==> src/rtl/mem_arb_pkg.sv <==
// ---------------------------------------------------------------------------
// mem_arb_pkg
// Shared types and widths for the IFU/LSU memory arbiter.
//   state_t : arbiter FSM states (IDLE, ACCESS, RESP)
//   owner_t : which requester owns the outstanding transaction
//   ADDR_W / DATA_W / MASK_W : memory interface widths
// Optional build macro: MEM_ARB_RR_EN (round-robin arbitration, see mem_arb_pick)
// ---------------------------------------------------------------------------
package mem_arb_pkg;

   localparam int ADDR_W = 32;
   localparam int DATA_W = 32;
   localparam int MASK_W = 8;

   typedef enum logic [1:0] {
      IDLE   = 2'd0,
      ACCESS = 2'd1,
      RESP   = 2'd2
   } state_t;

   typedef enum logic {
      OWN_IFU = 1'b0,
      OWN_LSU = 1'b1
   } owner_t;

endpackage

==> src/rtl/mem_arb_pick.sv <==
// ---------------------------------------------------------------------------
// mem_arb_pick
// Chooses which requester is offered the memory port in the current IDLE cycle.
//   clk, rst   : clock and synchronous active-high reset (round-robin build only)
//   ifu_valid  : fetch request present
//   lsu_valid  : load/store request present
//   grant      : a handshake happens this cycle (round-robin build only)
//   pick       : selected owner; only meaningful when at least one valid is high
// Build macro MEM_ARB_RR_EN:
//   undefined : fixed priority, LSU beats IFU, no state
//   defined   : round-robin, on conflict the requester not granted last wins;
//               after reset the LSU wins the first conflict
// ---------------------------------------------------------------------------
module mem_arb_pick
   import mem_arb_pkg::*;
(
`ifdef MEM_ARB_RR_EN
   input  logic   clk,
   input  logic   rst,
   input  logic   grant,
`endif
   input  logic   ifu_valid,
   input  logic   lsu_valid,
   output owner_t pick
);

`ifdef MEM_ARB_RR_EN
   owner_t last_q;
   logic   conflict;

   assign conflict = ifu_valid && lsu_valid;

   always_comb begin
      if (conflict)
         pick = (last_q == OWN_LSU) ? OWN_IFU : OWN_LSU;
      else
         pick = (ifu_valid && !lsu_valid) ? OWN_IFU : OWN_LSU;
   end

   // Reset to "IFU granted last" so the very first conflict goes to the LSU.
   always_ff @(posedge clk) begin
      if (rst)
         last_q <= OWN_IFU;
      else if (grant)
         last_q <= pick;
   end
`else
   assign pick = (ifu_valid && !lsu_valid) ? OWN_IFU : OWN_LSU;
`endif

endmodule

==> src/rtl/mem_arbiter.sv <==
// ---------------------------------------------------------------------------
// mem_arbiter
// Shares one memory controller port between the instruction fetch unit (IFU)
// and the load/store unit (LSU). One transaction is outstanding at a time:
// IDLE (grant) -> ACCESS (LATENCY cycles, mem_valid=1) -> RESP (until the
// owner's resp_ready) -> IDLE.
// Parameters:
//   LATENCY : cycles mem_valid is held per access, 1..15
// Ports:
//   clk, rst                      : clock, synchronous active-high reset
//   ifu_req_*  / ifu_resp_*       : fetch request / response channel
//   lsu_req_*  / lsu_resp_*       : load/store request / response channel
//   mem_valid, mem_wen, mem_raddr, mem_waddr, mem_wdata, mem_wmask : to memory
//   mem_rdata                     : read data from memory
// Build macro MEM_ARB_RR_EN selects round-robin arbitration (default: LSU
// has fixed priority over IFU).
// ---------------------------------------------------------------------------
module mem_arbiter
   import mem_arb_pkg::*;
#(
   parameter int unsigned LATENCY = 1
) (
   input  logic              clk,
   input  logic              rst,

   input  logic              ifu_req_valid,
   output logic              ifu_req_ready,
   input  logic [ADDR_W-1:0] ifu_req_addr,
   output logic              ifu_resp_valid,
   input  logic              ifu_resp_ready,
   output logic [DATA_W-1:0] ifu_resp_data,

   input  logic              lsu_req_valid,
   output logic              lsu_req_ready,
   input  logic              lsu_req_wen,
   input  logic [ADDR_W-1:0] lsu_req_addr,
   input  logic [DATA_W-1:0] lsu_req_wdata,
   input  logic [MASK_W-1:0] lsu_req_wmask,
   output logic              lsu_resp_valid,
   input  logic              lsu_resp_ready,
   output logic [DATA_W-1:0] lsu_resp_data,

   output logic              mem_valid,
   output logic              mem_wen,
   output logic [ADDR_W-1:0] mem_raddr,
   output logic [ADDR_W-1:0] mem_waddr,
   output logic [DATA_W-1:0] mem_wdata,
   output logic [MASK_W-1:0] mem_wmask,
   input  logic [DATA_W-1:0] mem_rdata
);

   state_t            state;
   owner_t            owner;
   owner_t            pick;
   logic [ADDR_W-1:0] addr_q;
   logic              wen_q;
   logic [DATA_W-1:0] wdata_q;
   logic [MASK_W-1:0] wmask_q;
   logic [DATA_W-1:0] rdata_q;
   logic [3:0]        cnt;

   logic in_idle, in_access, in_resp;
   logic grant, resp_hs;

   // NOTE: state decodes are qualified with !rst so every output is 0 for the
   // whole time rst is high, not just from the first reset edge onwards.
   assign in_idle   = (state == IDLE)   && !rst;
   assign in_access = (state == ACCESS) && !rst;
   assign in_resp   = (state == RESP)   && !rst;

   mem_arb_pick u_pick (
`ifdef MEM_ARB_RR_EN
      .clk       (clk),
      .rst       (rst),
      .grant     (grant),
`endif
      .ifu_valid (ifu_req_valid),
      .lsu_valid (lsu_req_valid),
      .pick      (pick)
   );

   assign ifu_req_ready = in_idle && ifu_req_valid && (pick == OWN_IFU);
   assign lsu_req_ready = in_idle && lsu_req_valid && (pick == OWN_LSU);
   assign grant         = ifu_req_ready || lsu_req_ready;

   assign resp_hs = (owner == OWN_LSU) ? lsu_resp_ready : ifu_resp_ready;

   always_ff @(posedge clk) begin
      // NOTE: the few datapath registers are reset as well, so a discarded
      // transaction can never resurface as stale response data.
      if (rst) begin
         state   <= IDLE;
         owner   <= OWN_IFU;
         addr_q  <= '0;
         wen_q   <= 1'b0;
         wdata_q <= '0;
         wmask_q <= '0;
         rdata_q <= '0;
         cnt     <= '0;
      end else begin
         case (state)
            IDLE: begin
               if (grant) begin
                  state <= ACCESS;
                  owner <= pick;
                  cnt   <= 4'(LATENCY - 1);
                  if (pick == OWN_LSU) begin
                     addr_q  <= lsu_req_addr;
                     wen_q   <= lsu_req_wen;
                     wdata_q <= lsu_req_wdata;
                     wmask_q <= lsu_req_wmask;
                  end else begin
                     // Fetches are always plain reads.
                     addr_q  <= ifu_req_addr;
                     wen_q   <= 1'b0;
                     wdata_q <= '0;
                     wmask_q <= '0;
                  end
               end
            end
            ACCESS: begin
               if (cnt == 4'd0) begin
                  // Stores acknowledge with zero data.
                  rdata_q <= wen_q ? '0 : mem_rdata;
                  state   <= RESP;
               end else begin
                  cnt <= cnt - 4'd1;
               end
            end
            RESP: begin
               if (resp_hs)
                  state <= IDLE;
            end
            default: state <= IDLE;
         endcase
      end
   end

   // Memory port is quiet outside ACCESS so no stray read/write side effects.
   assign mem_valid = in_access;
   assign mem_wen   = in_access && wen_q;
   assign mem_raddr = in_access ? addr_q  : '0;
   assign mem_waddr = in_access ? addr_q  : '0;
   assign mem_wdata = in_access ? wdata_q : '0;
   assign mem_wmask = in_access ? wmask_q : '0;

   assign ifu_resp_valid = in_resp && (owner == OWN_IFU);
   assign lsu_resp_valid = in_resp && (owner == OWN_LSU);
   assign ifu_resp_data  = ifu_resp_valid ? rdata_q : '0;
   assign lsu_resp_data  = lsu_resp_valid ? rdata_q : '0;

endmodule

==> config.mk <==
export PLATFORM = sky130hd
export DESIGN_NAME = mem_arbiter
export DESIGN_NICKNAME = d
export VERILOG_FILES = /design/src/rtl/mem_arb_pkg.sv /design/src/rtl/mem_arb_pick.sv /design/src/rtl/mem_arbiter.sv
export SDC_FILE = /design/constraint.sdc
export NUM_CORES = 1
export LEC_CHECK = 0
export BUFFER_PORTS_ARGS = -buffer_cell sky130_fd_sc_hd__buf_4
export CAP_MARGIN = 20
export CORE_MARGIN = 5
export CORE_UTILIZATION = 44
export CTS_CLUSTER_DIAMETER = 40
export CTS_CLUSTER_SIZE = 8
export DETAILED_ROUTE_END_ITERATION = 16
export PLACE_DENSITY_LB_ADDON = 0.15
export SYNTH_ARGS = -nofsm -noshare
export SYNTH_HDL_FRONTEND = slang
export SYNTH_SLANG_ARGS = --single-unit
==> constraint.sdc <==
create_clock -name clk -period 2.9 [get_ports clk]
set_clock_uncertainty 0.2 [all_clocks]
set_input_delay 0.58 -clock clk [delete_from_list [all_inputs] [get_ports clk]]
set_output_delay 0.58 -clock clk [all_outputs]
set_load 0.01 [all_outputs]
==> run_results.csv, run 1 <==
group,metric,value,unit
status,status,"finished clean",
synth,synth.distinct_cells,36,
global_routing,antenna_found_initial,0,
global_routing,grt_pass1_vias,5522,
global_routing,grt_pass1_wl,29.3,mm
floorplanning,dieHeight,126,microns
synth,ys_seq_area_share,38.0,%
synth,yosysTopAreaCell,"dfxtp_1",
drt,drcViolationCount,0,
synth,synth_edf_count,0,
sta,fmaxAchievable,363,MHz
layout,area_growth,42.9,%
sta,setup_viol,0,
layout,design_area,0.00843,sq mm
pwr,p_per_area,480,mW/mm^2
drt,first_iter_violations,394,
synth,synth_flop_cell,"dfxtp_1",
floorplanning,die_area,0.0158,sq mm
clocking,root_buffer,"clkbuf_16",
global_routing,grt-ovfl-total,0,
synth,syn_area,0.00590,sq mm
sta,rsz0062_at_grt,"false",
drt,viasPerCell,5.09,
place,post_dp_cell_area,0.00810,sq mm
synth,syn_inst,711,
floorplanning,die_w,126,microns
hold_path,whs_endpoint,"wdata_q[9]$_SDFFE_PP0P_",
clocking,path_clk_slew,70,ps
setup_path,critical_path_class,"reg -> out",
setup_path,rrSetupSlack,770,ps
global_routing,grt_max_degree,75,
synth,syn_nets,856,
drt,wire_per_inst,16.6,microns
setup_path,cp_max_fo,62,
synth,ys_seq_elements,112,
synth,synth_top_area_share,38.0,%
setup_path,arrival,1970,ps
drt,drt-pass1-iter-count,7,
drt,wl,18.8,mm
sta,final_max_slew_viol_count,0,
synth,async_flop_share,0,%
sta,period_share,94.9,%
pwr,ir_drop,0.401,mV
sta,fin_tns_setup,0,ps
clocking,numCtsBuffers,9,
hold_path,min_path_type,"in -> reg",
place,gp_congestion,0.825,
drt,vias,5766,
setup_path,max_stage_delay,620,ps
sta,fin_crit,2750,ps
setup_path,startpoint_type,"flip-flop",
floorplanning,row_count,42,
clocking,h-tree-depth,3,
setup_path,cp.required,2120,ps
synth,avgSynthCellArea,8.30,sq um
clocking,cts_tree,"done",
run,max-cap-violations,0,
clocking,cts_sinks,112,
floorplanning,core-area,0.0132,sq mm
floorplanning,start_util,44.7,%
clocking,clock_latency,350,ps
synth,synth.area.top_cells,"dfxtp_1, and2_1, a21oi_1, o21ai_0, mux2i_1",
sta,slew_headroom,45.9,%
setup_path,critPathLaunch,"state[0]$_SDFFE_PP0P_",
sta,hold_viol_final,0,
setup_path,rr_endpoint,"rdata_q[28]$_SDFFE_PP0P_",
setup_path,critPathCaptureType,"output port",
place,dp_hpwl,13.5,mm
layout,layout_commonest_cell,"buf_4",
drt,ant_nets,0,
floorplanning,ioPinCount,317,
hold_path,hold_depth,3,
setup_path,worstPathCellList,"nor3b_4 -> buf_12 -> and2_1 -> buf_4",
clocking,cts_setup_buffers,0,
clocking,max-clock-path-buffers,2,
setup_path,rr_startpoint,"cnt[0]$_SDFFE_PP0P_",
layout,layout_common_cells,"buf_4, and2_1, dfxtp_1, a21oi_1, o21ai_0",
setup_path,worstRegToRegCells,6,
setup_path,cp_num_buf_inv,2,
place,port_buffers,316,
setup_path,cp_top_family,"flip-flops",
sta,tightest_slew,811,ps
layout,final_layout_size_suffix_gt1_share,38.0,%
hold_path,min-delay-start,"lsu_req_wdata[9]",
pwr,leakage,3.72,nW
setup_path,cp_slowest_cell,"dfxtp_1",
layout,num_antenna_cells,0,
synth,yosysWarningCount,0,
layout,finish.net_count,1096,
pwr,finalPower,4.05,mW
layout,fillCellCount,1232,
global_routing,grt_usage,22.3,%
==> layout make-up <==
class	instances	area (sq um)	area share [%]
clock inverter	3	46.3	0.549
sequential	112	2240	26.6
tap	176	220	2.61
inverter	3	11.3	0.134
timing repair buffer	334	2520	29.9
clock buffer	13	280	3.32
multi-input combinational	491	3110	36.9
==> tightest hold or removal path: cells and delay by family <==
family,cells,cell delay [ps]
compound gates,1,50
simple gates,1,40
buf+inv,1,110
==> metrics by stage <==
| stage | setup slack (ps) | cells | hold slack [ps] | util (%) |
|---|---|---|---|---|
| 2_1_floorplan | 434 | 711 | 249 | - |
| 3_3_place_gp | 407 | 1116 | 257 | 61.4 |
| 3_5_place_dp | 346 | 1116 | 261 | 61.4 |
| 4_1_cts | 121 | 1132 | 256 | 63.9 |
| 5_1_grt | 0.371 | 1132 | 254 | 63.9 |
| 6_report | 149 | 1132 | 268 | 63.9 |
==> flip-flops by register name, indices dropped and copies added, names as in the netlist <==
signal   flops
addr_q      32
rdata_q     32
wdata_q     32
wmask_q      8
cnt          4
state        2
owner        1
wen_q        1
==> kinds of logic after synthesis <==
kind of cell / count (synthesis) / synth area share [%]
AND/OR/NAND/NOR: 235 / 25.2
flip-flops: 112 / 38.0
XOR/XNOR: 1 / 0.148
buffers and inverters: 108 / 10.0
multiplexers: 35 / 5.96
AO/OA/AOI/OAI: 218 / 20.2
adder cells (fa/ha/maj): 2 / 0.424
==> power by group <==
part           switching, mW  internal (mW)
registers             0.0913           1.68
clock network          0.564          0.768
logic                  0.539          0.409
==> cells in the mapped netlist, types with 3 or more instances <==
cell / number
a211oi_1: 32
and2_1: 138
nand4b_1: 32
clkbuf_1: 37
mux2i_1: 34
dfxtp_1: 112
buf_4: 38
nand2_1: 44
clkbuf_2: 10
o21ai_0: 73
nor2b_1: 3
buf_2: 19
inv_1: 3
nor2_1: 3
a21oi_1: 107
==> per-layer routing <==
metal | track usage, % | part of all wire (%)
met1 | 25.9 | 39
met2 | 38.6 | 51
met3 | 8.93 | 8.9
met4 | 5.36 | 1.6
met5 | 0 | 0
==> what timing repair did <==
item,in CTS,in global routing
resized for setup,0,1
setup endpoints to repair,0,11
hold buffers,0,0
==> worst max path at each step <==
stage                              endpoint  slack [ps]  depth (start not counted)
after detailed placement   lsu_resp_data[7]         350                          4
after CTS                  lsu_resp_data[7]         120                          3
after global placement    lsu_resp_data[18]         410                          4
after global routing           mem_waddr[0]         0.4                          4
after floorplan               mem_waddr[20]         430                          6
final                          mem_waddr[0]         150                          4
(Power assumes the default switching activity.)
==> run 2: changes to the inputs <==
- SYNTH_HIERARCHICAL: unset -> 1
==> run 2 against run 1 <==
Combinational power up 15%; critical path depth rose by 1; clock-buffer cell count grew 1; routed wire length grew 3.4%; maximum frequency up 1.6%; critical endpoint is now mem_waddr[6]; flip-flop and latch count unchanged; clock power shrank 17%.
==> run_results.csv, run 2 <==
group,metric,value,unit
status,status,"finished clean",
clocking,root_buffer,"clkbuf_16",
clocking,numCtsBuffers,9,
floorplanning,start_util,45.4,%
hold_path,min_path_type,"reg -> reg",
sta,period_share,93.4,%
clocking,h-tree-depth,3,
sta,fin_crit,2710,ps
layout,num_antenna_cells,0,
setup_path,cp.required,2120,ps
setup_path,critPathCaptureType,"output port",
run,max-cap-violations,0,
synth,ys_seq_area_share,37.0,%
drt,drt-pass1-iter-count,4,
floorplanning,row_count,42,
layout,finish.net_count,1102,
place,port_buffers,316,
synth,synth_common_cells,"and2_1, dfxtp_1, a21oi_1",
pwr,p_per_area,473,mW/mm^2
global_routing,grt_pass1_vias,5709,
place,dp_hpwl,13.7,mm
layout,final_layout_size_suffix_gt1_share,36.9,%
synth,synth_flop_cell,"dfxtp_1",
synth,muxShareOfSynthArea,6.01,%
sta,finalHoldWorstSlack,270,ps
pwr,p_comb_share,27.3,%
synth,synth_xor_area_share,0,%
synth,syn_nets,867,
drt,viasPerCell,5.24,
drt,vias,5957,
global_routing,grt_usage,22.3,%
clocking,cts_setup_buffers,0,
drt,drcViolationCount,0,
pwr,p_int,2.72,mW
floorplanning,die_area,0.0162,sq mm
sta,fmaxAchievable,369,MHz
clocking,cts_tree,"done",
clocking,max-clock-path-buffers,2,
synth,synthSimpleGateAreaFrac,25.3,%
setup_path,critical_path_class,"reg -> out",
sta,rsz0062_at_grt,"false",
layout,area_growth,39.3,%
global_routing,grt-ovfl-total,0,
place,place_ws,367,ps
setup_path,arrival,1930,ps
synth,synth_top_family_by_area,"simple AND/OR/NAND/NOR gates",
synth,yosysTopAreaCell,"dfxtp_1",
global_routing,antenna_found_initial,0,
sta,fin_ws,192,ps
synth,syn_area,0.00605,sq mm
setup_path,rrSetupSlack,790,ps
drt,first_iter_violations,397,
drt,ant_nets,0,
synth,synth.area.top_cells,"dfxtp_1, and2_1, a21oi_1, o21ai_0, mux2i_1",
sta,hold_viol_final,0,
global_routing,grt_max_degree,75,
sta,fin_tns_setup,0,ps
setup_path,startpoint_type,"flip-flop",
clocking,cts_sinks,112,
pwr,p_sw_share,31.7,%
synth,synth.most_common_cell,"and2_1",
floorplanning,dieHeight,127,microns
pwr,ir_drop,0.327,mV
clocking,clock_latency,340,ps
clocking,path_clk_slew,70,ps
sta,setup_viol,0,
drt,wl,19.4,mm
floorplanning,core-area,0.0133,sq mm
synth,avgSynthCellArea,8.39,sq um
synth,synth.distinct_cells,34,
pwr,clkPwrFrac,27.6,%
setup_path,cp_max_fo,41,
synth,yosysWarningCount,6,
synth,ys_seq_elements,112,
synth,syn_inst,722,
clocking,cts_resized,0,
pwr,p_seq_share,45.1,%
floorplanning,die_w,127,microns
synth,synth_top_area_share,37.0,%
synth,async_flop_share,0,%
sta,slew_headroom,63.2,%
synth,synthAdderAreaFrac,0.413,%
place,gp_congestion,0.789,
layout,top_regs,"addr_q: 32 flops, rdata_q: 32 flops, wdata_q: 32 flops",
synth,synth_compound_area_share,20.1,%
sta,tightest_slew,552,ps
clocking,cts_hold_buf,0,
pwr,leakage,3.79,nW
floorplanning,ioPinCount,317,
layout,layout_commonest_cell,"buf_4",
pwr,switchingPower,1.27,mW
drt,wire_per_inst,17.1,microns
layout,layout_common_cells,"buf_4, and2_1, dfxtp_1, a21oi_1, o21ai_0",
synth,synth_edf_count,0,
sta,final_max_slew_viol_count,0,
global_routing,grt_pass1_wl,29.9,mm
-- run 2: changes by cell type after synthesis, moves of 3 or more --
cell and change:
a21oi_1 +4, clkbuf_2 -3, buf_2 +8, nand3_1 +44, clkbuf_1 -8, nand2_1 -41, buf_6 +7
-- run 2: through the flow --
| step | total power [mW] | std cells | instance area (sq um) | util (%) |
|---|---|---|---|---|
| 5_1_grt | 4.22 | 1137 | 8430 | 63.2 |
| 3_5_place_dp | 2.92 | 1122 | 8180 | 61.3 |
| 3_3_place_gp | 2.91 | 1122 | 8180 | 61.3 |
| 4_1_cts | 4.03 | 1137 | 8430 | 63.2 |
| 6_report | 3.99 | 1137 | 8430 | 63.2 |
| 2_1_floorplan | 2.54 | 722 | 6050 | - |
-- run 2: power by group through the flow --
stage	clock (mW)	sequential [mW]	combinational [mW]
after floorplan	0	1.79	0.750
after global placement	0	1.83	1.09
after detailed placement	0	1.83	1.09
after CTS	1.14	1.80	1.09
after global routing	1.20	1.82	1.20
final	1.10	1.80	1.09
-- run 2: path summary, 6_finish.rpt --
kind	to	start	cells after the start
worst max-delay path	mem_waddr[6]	state[0]$_SDFFE_PP0P_	5
worst min register to register	wdata_q[18]$_SDFFE_PP0P_	wdata_q[18]$_SDFFE_PP0P_	2
worst min-delay path	wdata_q[18]$_SDFFE_PP0P_	wdata_q[18]$_SDFFE_PP0P_	2
worst max register to register	addr_q[25]$_SDFFE_PP0P_	state[1]$_SDFFE_PP0P_	4
-- run 2: final cells by class --
| cell class | count | area [sq um] |
|---|---|---|
| timing repair buffer | 334 | 2530 |
| fill | 1244 | 4920 |
| sequential | 112 | 2240 |
| tap | 176 | 220 |
| clock inverter | 1 | 5.00 |
| clock buffer | 14 | 244 |
| multi-input combinational | 496 | 3170 |
| inverter | 4 | 15.0 |
-- run 2: metal layers --
metal | global-route usage, % | part of all wire, % | up-vias
met5 | 0 | 0 | -
met4 | 6.75 | 1.8 | 0
met3 | 7.51 | 8.9 | 21
met2 | 37.1 | 49 | 201
met1 | 27.4 | 40 | 2775
li1 | - | - | 2960
-- run 2: cells by family after synthesis --
logic type / Yosys count
AOI/OAI and AO/OA: 223
adders and majority gates: 2
buffers and inverters: 114
DFF: 112
muxes: 35
and+or+nand+nor: 236
-- run 2: worst max-delay path: stages (launching register included) --
cell      delay [ps]
dfxtp_1          540
nand2b_1         180
nor2_4           280
buf_12           230
and2_1           190
buf_4            150
==> run 3: changes to the inputs <==
- CAP_MARGIN: 20 -> unset
- CORE_AREA: unset -> 5 5 121 123
- CORE_MARGIN: 5 -> unset
- CORE_UTILIZATION: 44 -> unset
- DIE_AREA: unset -> 0 0 126 128
==> run 3 against run 2 <==
Routed wire length decreased by 1.3%; clock power is 22% higher; critical path depth is 2 lower; global-route usage fell by 0.20 points; critical path type unchanged; highest routed layer unchanged; largest power group unchanged; die area down 0.48%; first-iteration DRC count is 6.0% lower; setup slack improved by 59 ps; power up 6.0%; sequential share of layout area fell by 0.21 points.
==> run_results.csv, run 3 (synthesized netlist as in run 2, its figures left out) <==
group,metric,value,unit
drt,drt-pass1-iter-count,5,
clocking,cts_tree,"done",
drt,drcViolationCount,0,
status,status,"finished clean",
clocking,cts_resized,0,
setup_path,critPathCaptureType,"output port",
place,dp.cells,1126,
sta,period_share,91.3,%
sta,finalHoldWorstSlack,270,ps
hold_path,whs_endpoint,"wdata_q[17]$_SDFFE_PP0P_",
floorplanning,core-area,0.0136,sq mm
sta,hold_viol_final,0,
pwr,leakage,3.82,nW
clocking,root_buffer,"clkbuf_16",
layout,multiInputGateArea,0.00317,sq mm
layout,finish.net_count,1102,
setup_path,critical_path_class,"reg -> out",
drt,vias,5945,
global_routing,grt_pass1_wl,29.7,mm
global_routing,antenna_found_initial,0,
setup_path,cp_max_fo,33,
clocking,max-clock-path-buffers,2,
clocking,clock_latency,340,ps
clocking,h-tree-depth,3,
sta,slew_headroom,59.4,%
sta,tightest_slew,609,ps
clocking,path_clk_slew,70,ps
place,dp_hpwl,13.4,mm
global_routing,grt_max_degree,75,
sta,fin_tns_setup,0,ps
sta,rsz0062_at_grt,"false",
global_routing,grt-ovfl-total,0,
hold_path,hold_depth,2,
global_routing,grt_usage,22.1,%
setup_path,arrival,1870,ps
hold_path,min-delay-start,"wdata_q[17]$_SDFFE_PP0P_",
clocking,cts_hold_buf,0,
layout,layout_commonest_cell,"buf_4",
layout,num_antenna_cells,0,
pwr,ir_drop,0.528,mV
layout,design_area,0.00850,sq mm
place,gp_congestion,0.772,
drt,wire_per_inst,16.8,microns
drt,ant_nets,0,
layout,area_growth,40.4,%
setup_path,worstRegToRegCells,4,
clocking,cts_sinks,112,
place,port_buffers,316,
layout,final_layout_size_suffix_gt1_share,37.4,%
setup_path,cp.required,2120,ps
floorplanning,dieHeight,128,microns
drt,wl,19.2,mm
setup_path,rr_endpoint,"addr_q[16]$_SDFFE_PP0P_",
layout,seq_area,0.00224,sq mm
hold_path,min_path_type,"reg -> reg",
place,post_dp_cell_area,0.00818,sq mm
layout,layout_common_cells,"buf_4, and2_1, dfxtp_1, a21oi_1, o21ai_0",
floorplanning,die_area,0.0161,sq mm
drt,viasPerCell,5.21,
sta,final_max_slew_viol_count,0,
setup_path,rr_startpoint,"state[1]$_SDFFE_PP0P_",
run,max-cap-violations,0,
layout,fillCellCount,1274,
setup_path,rrSetupSlack,790,ps
sta,fmaxAchievable,378,MHz
floorplanning,row_count,43,
setup_path,startpoint_type,"flip-flop",
clocking,cts_setup_buffers,0,
layout,final_cells,1142,
sta,setup_viol,0,
global_routing,grt_pass1_vias,5637,
floorplanning,ioPinCount,317,
floorplanning,start_util,44.7,%
pwr,p_per_area,498,mW/mm^2
layout,top_regs,"addr_q: 32 flops, rdata_q: 32 flops, wdata_q: 32 flops",
sta,fin_crit,2650,ps
clocking,numCtsBuffers,9,
drt,first_iter_violations,373,
floorplanning,die_w,126,microns
## run 3: changes by cell type in the layout (fill, tap and decap cells not counted)
cell        delta
bufinv_16      +2
clkinvlp_4     +2
clkbuf_1       -4
buf_12         -1
buf_4          +1
clkbuf_8       +1
## run 3: where the power goes
group | internal, mW | switching (mW)
Sequential | 1.70 | 0.103
Clock | 0.780 | 0.564
Combinational | 0.443 | 0.642
## run 3: per-layer routing
layer	global-route usage [%]	wire (microns)	share of wire (%)
met1	26.3	7560	39
met2	38.6	9860	51
met3	6.75	1540	8.0
met4	6.31	227	1.2
met5	0	0	0
## run 3: metrics by stage
step,setup slack (ps),utilization (%),total power [mW]
after floorplan,444,-,2.54
after global placement,382,60.3,2.90
after detailed placement,352,60.3,2.92
after CTS,235,62.7,4.27
after global routing,99.3,62.7,4.45
final,251,62.7,4.23
## run 3: worst max path at each step
| stage | startpoint | slack (ps) | cells past startpoint | end |
|---|---|---|---|---|
| CTS | state[1]$_SDFFE_PP0P_ | 240 | 3 | lsu_resp_data[10] |
| floorplan | rst | 440 | 5 | ifu_req_ready |
| detailed placement | rst | 350 | 6 | cnt[3]$_SDFFE_PP0P_ |
| global route | state[1]$_SDFFE_PP0P_ | 100 | 3 | lsu_resp_data[2] |
| global placement | rst | 380 | 6 | cnt[3]$_SDFFE_PP0P_ |
| finish | state[1]$_SDFFE_PP0P_ | 250 | 3 | lsu_resp_data[10] |
## run 3: final cells by class
| type | instances | share of cell area (%) |
|---|---|---|
| inverter | 4 | 0.177 |
| tap | 180 | 2.65 |
| clock inverter | 5 | 0.942 |
| timing repair buffer | 334 | 29.7 |
| clock buffer | 11 | 2.86 |
| sequential | 112 | 26.4 |
| multi-input combinational | 496 | 37.3 |
## run 3: critical path, stage by stage (launching register included)
cell and delay (ps):
dfxtp_1 570, and4bb_2 620, and2_1 200, buf_4 120
